## src/rtl/sp_reorder_buf_pkg.sv

```systemverilog
// Shared constants, types and size helpers for the FFT serial-to-parallel reorder buffer.
package fft_sp_pkg;

  localparam logic ORD_STRIDE = 1'b0;
  localparam logic ORD_CONTIG = 1'b1;

  typedef enum logic {IDLE, LOAD} rd_state_e;

  // Number of parallel output words per frame.
  function automatic int words_per_frame(input int n_pts, input int radix);
    return n_pts / radix;
  endfunction

  function automatic int idx_w(input int n);
    return (n > 1) ? $clog2(n) : 1;
  endfunction

endpackage

```

## src/rtl/sp_reorder_buf_if.sv

```systemverilog
// Sample-in / word-out handshake bundle of the reorder buffer.
interface sp_reorder_buf_if #(
  parameter int DATA_W = 34,
  parameter int RADIX  = 4
);
  logic                    in_valid;
  logic                    in_ready;
  logic [DATA_W-1:0]       in_data;
  logic                    in_sop;
  logic                    order_mode;
  logic                    out_valid;
  logic                    out_ready;
  logic [RADIX*DATA_W-1:0] out_data;
  logic                    out_sop;
  logic                    out_eop;
  logic                    err_resync;

  modport master (
    output in_valid, in_data, in_sop, order_mode, out_ready,
    input  in_ready, out_valid, out_data, out_sop, out_eop, err_resync
  );

  modport slave (
    input  in_valid, in_data, in_sop, order_mode, out_ready,
    output in_ready, out_valid, out_data, out_sop, out_eop, err_resync
  );
endinterface

```

## src/rtl/sp_reorder_buf_bank.sv

```systemverilog
// One N_PTS x DATA_W sample bank: single write port, RADIX independent read lanes.
module sp_bank
  import fft_sp_pkg::*;
#(
  parameter int DATA_W = 34,
  parameter int N_PTS  = 16,
  parameter int RADIX  = 4,
  localparam int AW    = idx_w(N_PTS)
) (
  input  logic                    clk,
  input  logic                    we,
  input  logic [AW-1:0]           waddr,
  input  logic [DATA_W-1:0]       wdata,
  input  logic [RADIX*AW-1:0]     raddr,
  output logic [RADIX*DATA_W-1:0] rdata
);

  logic [DATA_W-1:0] mem [N_PTS];

  always_ff @(posedge clk) begin
    if (we) mem[waddr] <= wdata;
  end

  for (genvar j = 0; j < RADIX; j++) begin : g_lane
    assign rdata[j*DATA_W +: DATA_W] = mem[raddr[j*AW +: AW]];
  end

endmodule

```

## src/rtl/sp_reorder_buf.sv

```systemverilog
// Ping-pong serial-to-parallel converter: fills one bank per frame while the other
// drains as N_PTS/RADIX words in stride or contiguous order.
module sp_reorder_buf
  import fft_sp_pkg::*;
#(
  parameter int DATA_W = 34,
  parameter int N_PTS  = 16,
  parameter int RADIX  = 4
) (
  input  logic             clk,
  input  logic             rst_n,
  sp_reorder_buf_if.slave  bus
);

  localparam int S  = words_per_frame(N_PTS, RADIX);
  localparam int AW = idx_w(N_PTS);
  localparam int WW = idx_w(S);
  localparam logic [AW-1:0] LAST_S = AW'(N_PTS - 1);
  localparam logic [WW-1:0] LAST_W = WW'(S - 1);

  logic [1:0]    full_q;
  logic [1:0]    mode_q;
  logic          wb_q, rb_q, open_q, err_q;
  logic [AW-1:0] widx_q;
  logic [WW-1:0] ridx_q;

  rd_state_e     state_q, state_d;
  logic          load_en, load_bank, rel;
  logic [WW-1:0] load_word;

  logic                    vld_p1, sop_p1, eop_p1;
  logic [RADIX*DATA_W-1:0] data_p1;

  logic                    accept, wr_en, fill;
  logic [AW-1:0]           wr_addr;
  logic [1:0]              fill_set, rel_clr;
  logic [RADIX*AW-1:0]     raddr;
  logic [RADIX*DATA_W-1:0] rdata0, rdata1, rd_word;

  assign bus.in_ready   = ~full_q[wb_q];
  assign bus.out_valid  = vld_p1;
  assign bus.out_data   = data_p1;
  assign bus.out_sop    = sop_p1;
  assign bus.out_eop    = eop_p1;
  assign bus.err_resync = err_q;

  assign accept  = bus.in_valid & ~full_q[wb_q];
  // Samples outside an open frame are dropped unless they start one.
  assign wr_en   = accept & (bus.in_sop | open_q);
  assign wr_addr = bus.in_sop ? '0 : widx_q;
  assign fill    = accept & ~bus.in_sop & open_q & (widx_q == LAST_S);
  assign fill_set = fill ? (2'b01 << wb_q) : 2'b00;
  assign rel_clr  = rel  ? (2'b01 << rb_q) : 2'b00;

  always_ff @(posedge clk or negedge rst_n) begin
    if (!rst_n) begin
      full_q <= '0;
      mode_q <= '0;
      wb_q   <= 1'b0;
      open_q <= 1'b0;
      widx_q <= '0;
      err_q  <= 1'b0;
    end else begin
      err_q <= 1'b0;
      if (accept && bus.in_sop) begin
        open_q       <= 1'b1;
        widx_q       <= AW'(1);
        mode_q[wb_q] <= bus.order_mode;
        err_q        <= (widx_q != '0);
      end else if (accept && open_q) begin
        if (fill) begin
          widx_q <= '0;
          open_q <= 1'b0;
          wb_q   <= ~wb_q;
        end else begin
          widx_q <= widx_q + 1'b1;
        end
      end
      full_q <= (full_q | fill_set) & ~rel_clr;
    end
  end

  sp_bank #(.DATA_W(DATA_W), .N_PTS(N_PTS), .RADIX(RADIX)) u_bank0 (
    .clk(clk), .we(wr_en & ~wb_q), .waddr(wr_addr), .wdata(bus.in_data),
    .raddr(raddr), .rdata(rdata0)
  );

  sp_bank #(.DATA_W(DATA_W), .N_PTS(N_PTS), .RADIX(RADIX)) u_bank1 (
    .clk(clk), .we(wr_en & wb_q), .waddr(wr_addr), .wdata(bus.in_data),
    .raddr(raddr), .rdata(rdata1)
  );

  always_comb begin
    raddr = '0;
    for (int j = 0; j < RADIX; j++) begin
      if (mode_q[load_bank] == ORD_CONTIG)
        raddr[j*AW +: AW] = AW'(int'(load_word) * RADIX + j);
      else
        raddr[j*AW +: AW] = AW'(int'(load_word) + j * S);
    end
  end

  assign rd_word = load_bank ? rdata1 : rdata0;

  always_ff @(posedge clk or negedge rst_n) begin
    if (!rst_n) state_q <= IDLE;
    else        state_q <= state_d;
  end

  always_comb begin
    state_d   = state_q;
    load_en   = 1'b0;
    load_bank = rb_q;
    load_word = '0;
    rel       = 1'b0;
    case (state_q)
      IDLE: begin
        if (full_q[rb_q]) begin
          load_en = 1'b1;
          state_d = LOAD;
        end
      end
      LOAD: begin
        if (bus.out_ready) begin
          if (ridx_q == LAST_W) begin
            rel = 1'b1;
            // Chain straight into the other bank so back-to-back frames have no bubble.
            if (full_q[~rb_q]) begin
              load_en   = 1'b1;
              load_bank = ~rb_q;
            end else begin
              state_d = IDLE;
            end
          end else begin
            load_en   = 1'b1;
            load_word = ridx_q + 1'b1;
          end
        end
      end
      default: state_d = IDLE;
    endcase
  end

  // Output word register stage
  always_ff @(posedge clk or negedge rst_n) begin
    if (!rst_n) begin
      rb_q    <= 1'b0;
      ridx_q  <= '0;
      vld_p1  <= 1'b0;
      sop_p1  <= 1'b0;
      eop_p1  <= 1'b0;
      data_p1 <= '0;
    end else begin
      if (rel) rb_q <= ~rb_q;
      if (load_en) begin
        data_p1 <= rd_word;
        vld_p1  <= 1'b1;
        sop_p1  <= (load_word == '0);
        eop_p1  <= (load_word == LAST_W);
        ridx_q  <= load_word;
      end else if (rel) begin
        vld_p1 <= 1'b0;
        sop_p1 <= 1'b0;
        eop_p1 <= 1'b0;
        ridx_q <= '0;
      end
    end
  end

endmodule

```

## src/flat_wrapper.sv

```systemverilog
// flat-port wrapper written by rule: the top's interface ports become plain ports
module sp_reorder_buf_flat import fft_sp_pkg::*;
#(
  parameter int DATA_W = 34,
  parameter int N_PTS  = 16,
  parameter int RADIX  = 4
)
  (clk, rst_n, bus_in_valid, bus_in_data, bus_in_sop, bus_order_mode, bus_out_ready, bus_in_ready, bus_out_valid, bus_out_data, bus_out_sop, bus_out_eop, bus_err_resync);
  sp_reorder_buf_if #(.DATA_W(DATA_W), .RADIX(RADIX)) bus_i ();
  input  logic clk;
  input  logic rst_n;
  input wire logic [$bits(bus_i.in_valid)-1:0] bus_in_valid;
  input wire logic [$bits(bus_i.in_data)-1:0] bus_in_data;
  input wire logic [$bits(bus_i.in_sop)-1:0] bus_in_sop;
  input wire logic [$bits(bus_i.order_mode)-1:0] bus_order_mode;
  input wire logic [$bits(bus_i.out_ready)-1:0] bus_out_ready;
  output wire logic [$bits(bus_i.in_ready)-1:0] bus_in_ready;
  output wire logic [$bits(bus_i.out_valid)-1:0] bus_out_valid;
  output wire logic [$bits(bus_i.out_data)-1:0] bus_out_data;
  output wire logic [$bits(bus_i.out_sop)-1:0] bus_out_sop;
  output wire logic [$bits(bus_i.out_eop)-1:0] bus_out_eop;
  output wire logic [$bits(bus_i.err_resync)-1:0] bus_err_resync;
  assign bus_i.in_valid = bus_in_valid;
  assign bus_i.in_data = bus_in_data;
  assign bus_i.in_sop = bus_in_sop;
  assign bus_i.order_mode = bus_order_mode;
  assign bus_i.out_ready = bus_out_ready;
  assign bus_in_ready = bus_i.in_ready;
  assign bus_out_valid = bus_i.out_valid;
  assign bus_out_data = bus_i.out_data;
  assign bus_out_sop = bus_i.out_sop;
  assign bus_out_eop = bus_i.out_eop;
  assign bus_err_resync = bus_i.err_resync;
  sp_reorder_buf #(.DATA_W(DATA_W), .N_PTS(N_PTS), .RADIX(RADIX)) u_core (.clk(clk), .rst_n(rst_n), .bus(bus_i));
endmodule
```

## config.mk

```make
export PLATFORM = sky130hd
export DESIGN_NAME = sp_reorder_buf_flat
export DESIGN_NICKNAME = d
export VERILOG_FILES = /design/src/rtl/sp_reorder_buf_pkg.sv /design/src/rtl/sp_reorder_buf_if.sv /design/src/rtl/sp_reorder_buf_bank.sv /design/src/rtl/sp_reorder_buf.sv /design/src/flat_wrapper.sv
export SDC_FILE = /design/constraint.sdc
export NUM_CORES = 2
export LEC_CHECK = 0
export CORE_MARGIN = 1
export CORE_UTILIZATION = 48
export CTS_CLUSTER_DIAMETER = 120
export CTS_CLUSTER_SIZE = 28
export DETAILED_ROUTE_END_ITERATION = 10
export PLACE_DENSITY = 0.64
export SYNTH_ARGS = -nofsm -noshare
export SYNTH_HDL_FRONTEND = slang
export SYNTH_SLANG_ARGS = --single-unit
```

## constraint.sdc

```tcl
create_clock -name clk -period 11.85 [get_ports clk]
set_input_delay 2.37 -clock clk [delete_from_list [all_inputs] [get_ports clk]]
set_output_delay 2.37 -clock clk [all_outputs]
set_load 0.1 [all_outputs]
```

### Yosys cells after proc, flatten, opt, wreduce, memory -nomap -nowiden

Memories as Yosys holds them, arrays and structs flattened.
Index checks and enable logic that the tools add are counted.

| word-level totals | value |
|---|---|
| logic and storage cells | 113 |
| bits in writable memories | 1,088 |
| flip-flop bits (word level) | 154 |
| memories kept | 2 |
| output and inout port bits | 141 |

Memories:

| name | words | bits a word | rd ports | clocked after Yosys merged registers in | write ports | line | source |
|---|---|---|---|---|---|---|---|
| u_core.u_bank0.mem | 16 | 34 | 4 | 0 | 1 | sp_reorder_buf_bank.sv:18 | `logic [DATA_W-1:0] mem [N_PTS];` |
| u_core.u_bank1.mem | 16 | 34 | 4 | 0 | 1 | sp_reorder_buf_bank.sv:18 |  |

| cells by class | value |
|---|---|
| $lt $le $gt $ge | 5 |
| shift-type cells | 2 |
| bitwise logic cells | 17 |
| multiplexer cells | 53 |
| reductions and logical operators | 10 |
| add/subtract/negate cells | 8 |
| eq/ne operators | 3 |

Operators by type and width:

| operator | number |
|---|---|
| 136-bit two-way mux | 1 |
| 1-bit two-way mux | 33 |
| 4-bit two-way mux | 8 |
| 2-bit two-way mux | 7 |
| 2-bit by 4-bit adder with 4-bit output (second input constant) | 2 |
| 4-bit by 1-bit adder with 4-bit output (second input constant) | 2 |
| 4-bit by 2-bit adder with 4-bit output (second input constant) | 2 |
| 1-bit by 2-bit < comparator with 1-bit output (second input constant) | 4 |
| 1-bit bitwise AND | 7 |
| 1-bit NOT | 6 |
| 2-bit nonzero test | 3 |
| 2-bit by 3-bit adder with 4-bit output (second input constant) | 1 |
| 2-bit == test (second input constant) | 2 |
| 4-bit == test (second input constant) | 1 |
| 1-bit case mux with 2 select lines | 2 |
| 4-bit nonzero test | 1 |
| 1-bit by 1-bit left shift with 2-bit output (first input constant) | 2 |
| 1-bit logical AND | 3 |
| 3-bit AND reduction | 1 |
| 2-bit by 1-bit adder with 2-bit output (second input constant) | 1 |
| 2-bit bitwise AND | 1 |
| 2-bit bitwise mux | 1 |
| 2-bit logical NOT | 1 |
| 2-bit NOT | 1 |
| other kinds (5) | 5 |

### Logic depth before layout (Yosys ltp)

An unclocked memory read counts as a cell.

| depth | value |
|---|---|
| word-level depth | 12 |
| gate-level depth with buffers | 13 |

### Hierarchy

From an unflattened synthesis, not the netlist that was laid out.

| unflattened totals | value |
|---|---|
| cells, all modules | 3,968 |
| area total of the unflattened synthesis | 73,132.6 um2 |

By module, submodules not included:

| module | times used | cells an instance | area each (um2) |
|---|---|---|---|
| sp_bank at u_core.u_bank1 | 1 | 1,715 | 32,263.4 |
| sp_bank at u_core.u_bank0 | 1 | 1,715 | 32,248.4 |
| sp_reorder_buf | 1 | 538 | 8,620.8 |

### Worst setup path after synthesis

Ideal clock, no wire load.

| timing | value |
|---|---|
| kind | reg2reg |
| start | register u_core.wb_q |
| end | memory u_core.u_bank1.mem[0][0], enable pin |
| setup time | 510 ps |
| stages on the path, launching flop included | 5 |
| data required time | 11,340 ps |
| buffers on the path | 1 |
| path slack | 5,129 ps |
| period minus slack after synthesis | 6,721 ps |
| arrival time | 6,211 ps |
| cell sequence | dfrtp_1 > clkbuf_1 > mux2i_1 > nand2_1 > nor4_1 |

| on the way | value |
|---|---|
| word-level cells in the longest chain between the ends | 8 |

Ends and longest elaborated chain:

| what | line | source |
|---|---|---|
| start: declaration | sp_reorder_buf.sv:23 | `logic wb_q, rb_q, open_q, err_q;` |
| start signal: assignment | sp_reorder_buf.sv:74 | `wb_q <= ~wb_q;` |
| 1-bit two-way mux (2 in a row) | -- |  |
| 1-bit NOT | -- |  |
| net bus_in_ready | flat_wrapper.sv:17 | `output wire logic [$bits(bus_i.in_ready)-1:0] bus_in_ready;` |
| 1-bit bitwise AND | sp_reorder_buf.sv:47 | `assign accept = bus.in_valid & ~full_q[wb_q];` |
| 1-bit bitwise AND | sp_reorder_buf.sv:49 | `assign wr_en = accept & (bus.in_sop \| open_q);` |
| 1-bit bitwise AND | sp_reorder_buf.sv:89 | `.clk(clk), .we(wr_en & wb_q), .waddr(wr_addr), .wdata(bus.in_data),` |
| 1-bit two-way mux | sp_reorder_buf_bank.sv:21 | `if (we) mem[waddr] <= wdata;` |
| 1-bit two-way mux (implied by the code) | sp_reorder_buf_bank.sv:21 |  |
| end: declaration | sp_reorder_buf_bank.sv:18 |  |

The timed path passes the listed nets, and every way through them passes these cells. The select of a mux whose other input is x is not followed.

### Worst setup path in the final report

| timing | value |
|---|---|
| start | input bus_out_ready |
| end | register u_core.data_p1[14] (netlist: u_core.bus.out_data[14]) |

| on the way | value |
|---|---|
| word-level cells in the longest chain between the ends | 7 |
| elaborated cells between the ends (all ways) | 12 |
| those cells by class | 10 x mux; 2 x memory |

Ends and longest elaborated chain:

| what | line | source |
|---|---|---|
| start: declaration | flat_wrapper.sv:16 | `input wire logic [$bits(bus_i.out_ready)-1:0] bus_out_ready;` |
| 1-bit two-way mux | sp_reorder_buf.sv:124 | `if (bus.out_ready) begin` |
| 1-bit two-way mux | sp_reorder_buf.sv:116 | `case (state_q)` |
| 1-bit two-way mux (implied by the code) (2 in a row) | sp_reorder_buf.sv:96 | `if (mode_q[load_bank] == ORD_CONTIG)` |
| 4-bit two-way mux | sp_reorder_buf.sv:96 |  |
| memory 16 x 34 bit | -- |  |
| 136-bit two-way mux | sp_reorder_buf.sv:103 | `assign rd_word = load_bank ? rdata1 : rdata0;` |
| end signal: assignment | sp_reorder_buf.sv:156 | `data_p1 <= rd_word;` |
| end: declaration | sp_reorder_buf.sv:32 | `logic [RADIX*DATA_W-1:0] data_p1;` |

Parallel ways exist; a longest one is shown, timed or not. The select of a mux whose other input is x is not followed.
A chain may end at the register's enable or synchronous reset.

==> flow_metrics.py <==
metrics = {
    "cells_and_area": {
        "final_cell_mix": "1088 x edfxtp_1, 1011 x nand2_1, 334 x a21oi_1",
        "final_common_cell": "edfxtp_1",
        "area_delta_synth_final_pct": 8.382,
        "fillCellCount": 9905,
        "multi_input_area_um2": 17530,
        "fin_nets": 4738,
        "fin_area_um2": 60250,
        "seqCellArea_um2": 36530,
        "drive_gt1_share_pct": 6.423,
    },
    "detailed_routing": {
        "drt-wirelength-per-cell_um": 36.56,
        "drc": 0,
        "viasPerCell": 7.235,
        "drt-met1-wl_mm": 81.03,
        "wl_met2_mm": 95.49,
        "detail-route-antenna-nets": 0,
        "routed_wl_mm": 228.7,
        "wl_met3_mm": 37.45,
        "drt-initial-drc-count": 8823,
        "top_layer": "met5",
        "drt_first_pass_iters": 9,
        "dr_total_vias": 45260,
    },
    "global_routing": {
        "grt_usage_pct": 38.16,
        "grt_pass1_vias": 41300,
        "grt_pass1_wl_mm": 317.0,
        "antenna_found_initial": 11,
        "grt_max_degree": 160,
        "grt_overflow": 0,
    },
    "logic_synthesis": {
        "synth_area_leaders": "edfxtp_1 59%, dfrtp_1 6.9%, nand2_1 6.8%, a21oi_1 3.0%, o21ai_0 2.0%",
        "synth_xor_xnor_area_share_pct": 0.03151,
        "synth_nets": 4764,
        "synth_compound_area_share_pct": 15.95,
        "netlist_instances": 4721,
        "synthMuxAreaShare_pct": 2.492,
        "synth_ff_type": "edfxtp_1",
        "async_reset_ff_share_pct": 12.40,
        "post-synth-top-area-cell": "edfxtp_1",
        "ys_types": 91,
        "synth_area_um2": 55590,
        "synth_top_family_by_area": "compound AO/OA/AOI/OAI gates",
        "ys_seq_area_share_pct": 65.71,
        "synthAdderAreaFrac_pct": 0.06753,
        "syn_area_per_cell_um2": 11.77,
        "yosys_warnings": 0,
        "yosys.area_share.simple_pct": 12.25,
        "synth_top_area_share_pct": 58.78,
        "synth-edff-count": 1088,
        "ys_ff_latch": 1242,
    },
    "clocking": {
        "cts_buffers": 50,
        "h-tree-depth": 2,
        "post_cts_buffers": 0,
        "clock_latency_ps": 710,
        "root_buffer": "clkbuf_16",
        "ctsResizeCount": 0,
        "cts_buffer_depth": 3,
        "holdBufCountCts": 0,
        "cts.clk_slew.worst_paths_ps": 110,
        "cts_tree": "done",
        "clock-sinks": 1242,
    },
    "sta": {
        "clock.fmax_mhz": 151.7,
        "setup_slack_ps": 5259,
        "finalSetupViolations": 0,
        "hold_viol_final": 0,
        "tns_ps": 0,
        "period_needed_ps": 6591,
        "fin_crit_sh_pct": 55.62,
        "slew_headroom_pct": 4.645,
        "final_max_slew_viol_count": 0,
        "rsz0062_at_grt": "false",
        "fin_worst_skew_ps": 25.80,
        "worstMarginPinSlew_ps": 1425,
    },
    "die": {
        "core_area_um2": 114500,
        "dieArea_um2": 117200,
        "start_util_pct": 48.55,
        "io_pins": 181,
        "dieWidth_um": 342.3,
        "rows": 124,
        "die_h_um": 342.3,
    },
    "critical_path": {
        "crit_path_end_kind": "register",
        "critPathCapture": "u_core.bus.out_data[14]",
        "cp-startpoint": "bus_out_ready",
        "startpoint_type": "input port",
        "worst-setup-path-type": "input port to register",
        "worst_ep_required_time_ps": 12420,
        "worst_ep_arrival_time_ps": 7160,
        "worst_r2r_endpoint": "u_core.bus.out_data[14]",
        "timing.rr.start": "u_core.ridx_q[0]",
        "timing.critical_path.fanout_max": 46,
        "ff2ff_path_depth": 9,
        "reg2reg_slack_ps": 6750,
    },
    "power_and_ir_drop": {
        "power.total_uw": 8806,
        "p_leak_uw": 0.02021,
        "p_per_area_nw_per_um2": 146.2,
        "vdd_drop_max_mv": 0.1096,
    },
    "hold_path": {
        "min_path_type": "register to register",
    },
    "placed_design": {
        "placed_cell_area_um2": 58770,
        "gp_congestion": 0.9255,
        "io_buffers": 180,
        "dp_hpwl_mm": 123.5,
        "place_worst_setup_slack_ps": 4668,
    },
    "status": {
        "status": "completed",
    },
    "job": {
        "maxCapViolCount": 0,
    },
}
[cell families (layout without fill, tap and decap cells)]
kind of cell | count (synthesis) | after routing
DFF | 1242 | 1242
other | 0 | 11
and+or+nand+nor | 1630 | 1630
adders and majority gates | 3 | 3
xor gates and xnor gates | 2 | 2
muxes | 120 | 120
buffers and inverters | 396 | 408
AOI/OAI and AO/OA | 1328 | 1328
[Yosys cell counts, types with 27 or more instances]
| library cell | count |
|---|---|
| edfxtp_1 | 1088 |
| nand2_1 | 1014 |
| a21oi_1 | 334 |
| nor2_1 | 278 |
| o21ai_0 | 224 |
| buf_2 | 212 |
| nand3_1 | 175 |
| dfrtp_1 | 154 |
| a31oi_1 | 147 |
| clkbuf_1 | 111 |
| mux2i_1 | 89 |
| o22ai_1 | 64 |
| a211oi_1 | 59 |
| a221oi_1 | 56 |
| a311oi_1 | 53 |
| o221ai_1 | 48 |
| a22oi_1 | 45 |
| nor3_1 | 45 |
| o211ai_1 | 39 |
| a32oi_1 | 27 |
[state kept, by name (all words and copies together) (netlist names), 2 cells and up]
signal,count
u_core.widx_q,4
u_core.mode_q,2
u_core.full_q,2
u_core.u_bank0.mem,544
u_core.u_bank1.mem,544
u_core.ridx_q,2
u_core.bus.out_data,136
[per-layer routing]
layer	GRT usage, %	up-vias
li1	-	17810
met1	51.62	22170
met2	54.30	4423
met3	12.92	850
met4	20.08	10
met5	0	-
[where the power goes]
group	total (uW)	switching, uW	internal (uW)
combinational	1580	1240	342
sequential	5010	109	4900
clock	2210	1390	827
[worst max-delay path, cell delays in order]
cell	delay, ps
clkdlybuf4s50_1	780
and4_1	540
mux2i_2	110
buf_4	250
o21ai_4	510
buf_4	810
nand2_1	1010
a311oi_1	540
a221oi_1	130
[through the flow]
step | std cells | utilization (%) | hold WS [ps]
after floorplan | 4721 | - | 473.0
after global placement | 6155 | 51.33 | 461.2
after detailed placement | 6155 | 51.33 | 473.4
after CTS | 6245 | 52.59 | 498.9
after global routing | 6247 | 52.60 | 524.3
final | 6256 | 52.62 | 492.4
[final cells by class]
type,count,area share [%]
Antenna cell,11,0.04569
Clock buffer,87,2.343
Clock inverter,3,0.05607
Inverter,15,0.09346
Multi-Input combinational cell,3083,29.10
Sequential cell,1242,60.63
Tap cell,1512,3.140
Timing Repair Buffer,303,4.592
[worst min-delay path by stage]
| stage | slack (ps) | cells past startpoint | end | start |
|---|---|---|---|---|
| 6_report | 490 | 2 | u_core.bus.out_data[77] | u_core.bus.out_data[77] |
| 5_1_grt | 520 | 2 | u_core.bus.out_data[76] | u_core.bus.out_data[76] |
| 4_1_cts | 500 | 2 | u_core.bus.out_valid | u_core.bus.out_valid |
| 3_5_place_dp | 470 | 2 | u_core.bus.out_valid | u_core.bus.out_valid |
| 3_3_place_gp | 460 | 2 | u_core.bus.out_data[76] | u_core.bus.out_data[76] |
| 2_1_floorplan | 470 | 2 | u_core.ridx_q[1] | u_core.ridx_q[1] |
No activity file was read; power rests on OpenSTA's default activity.
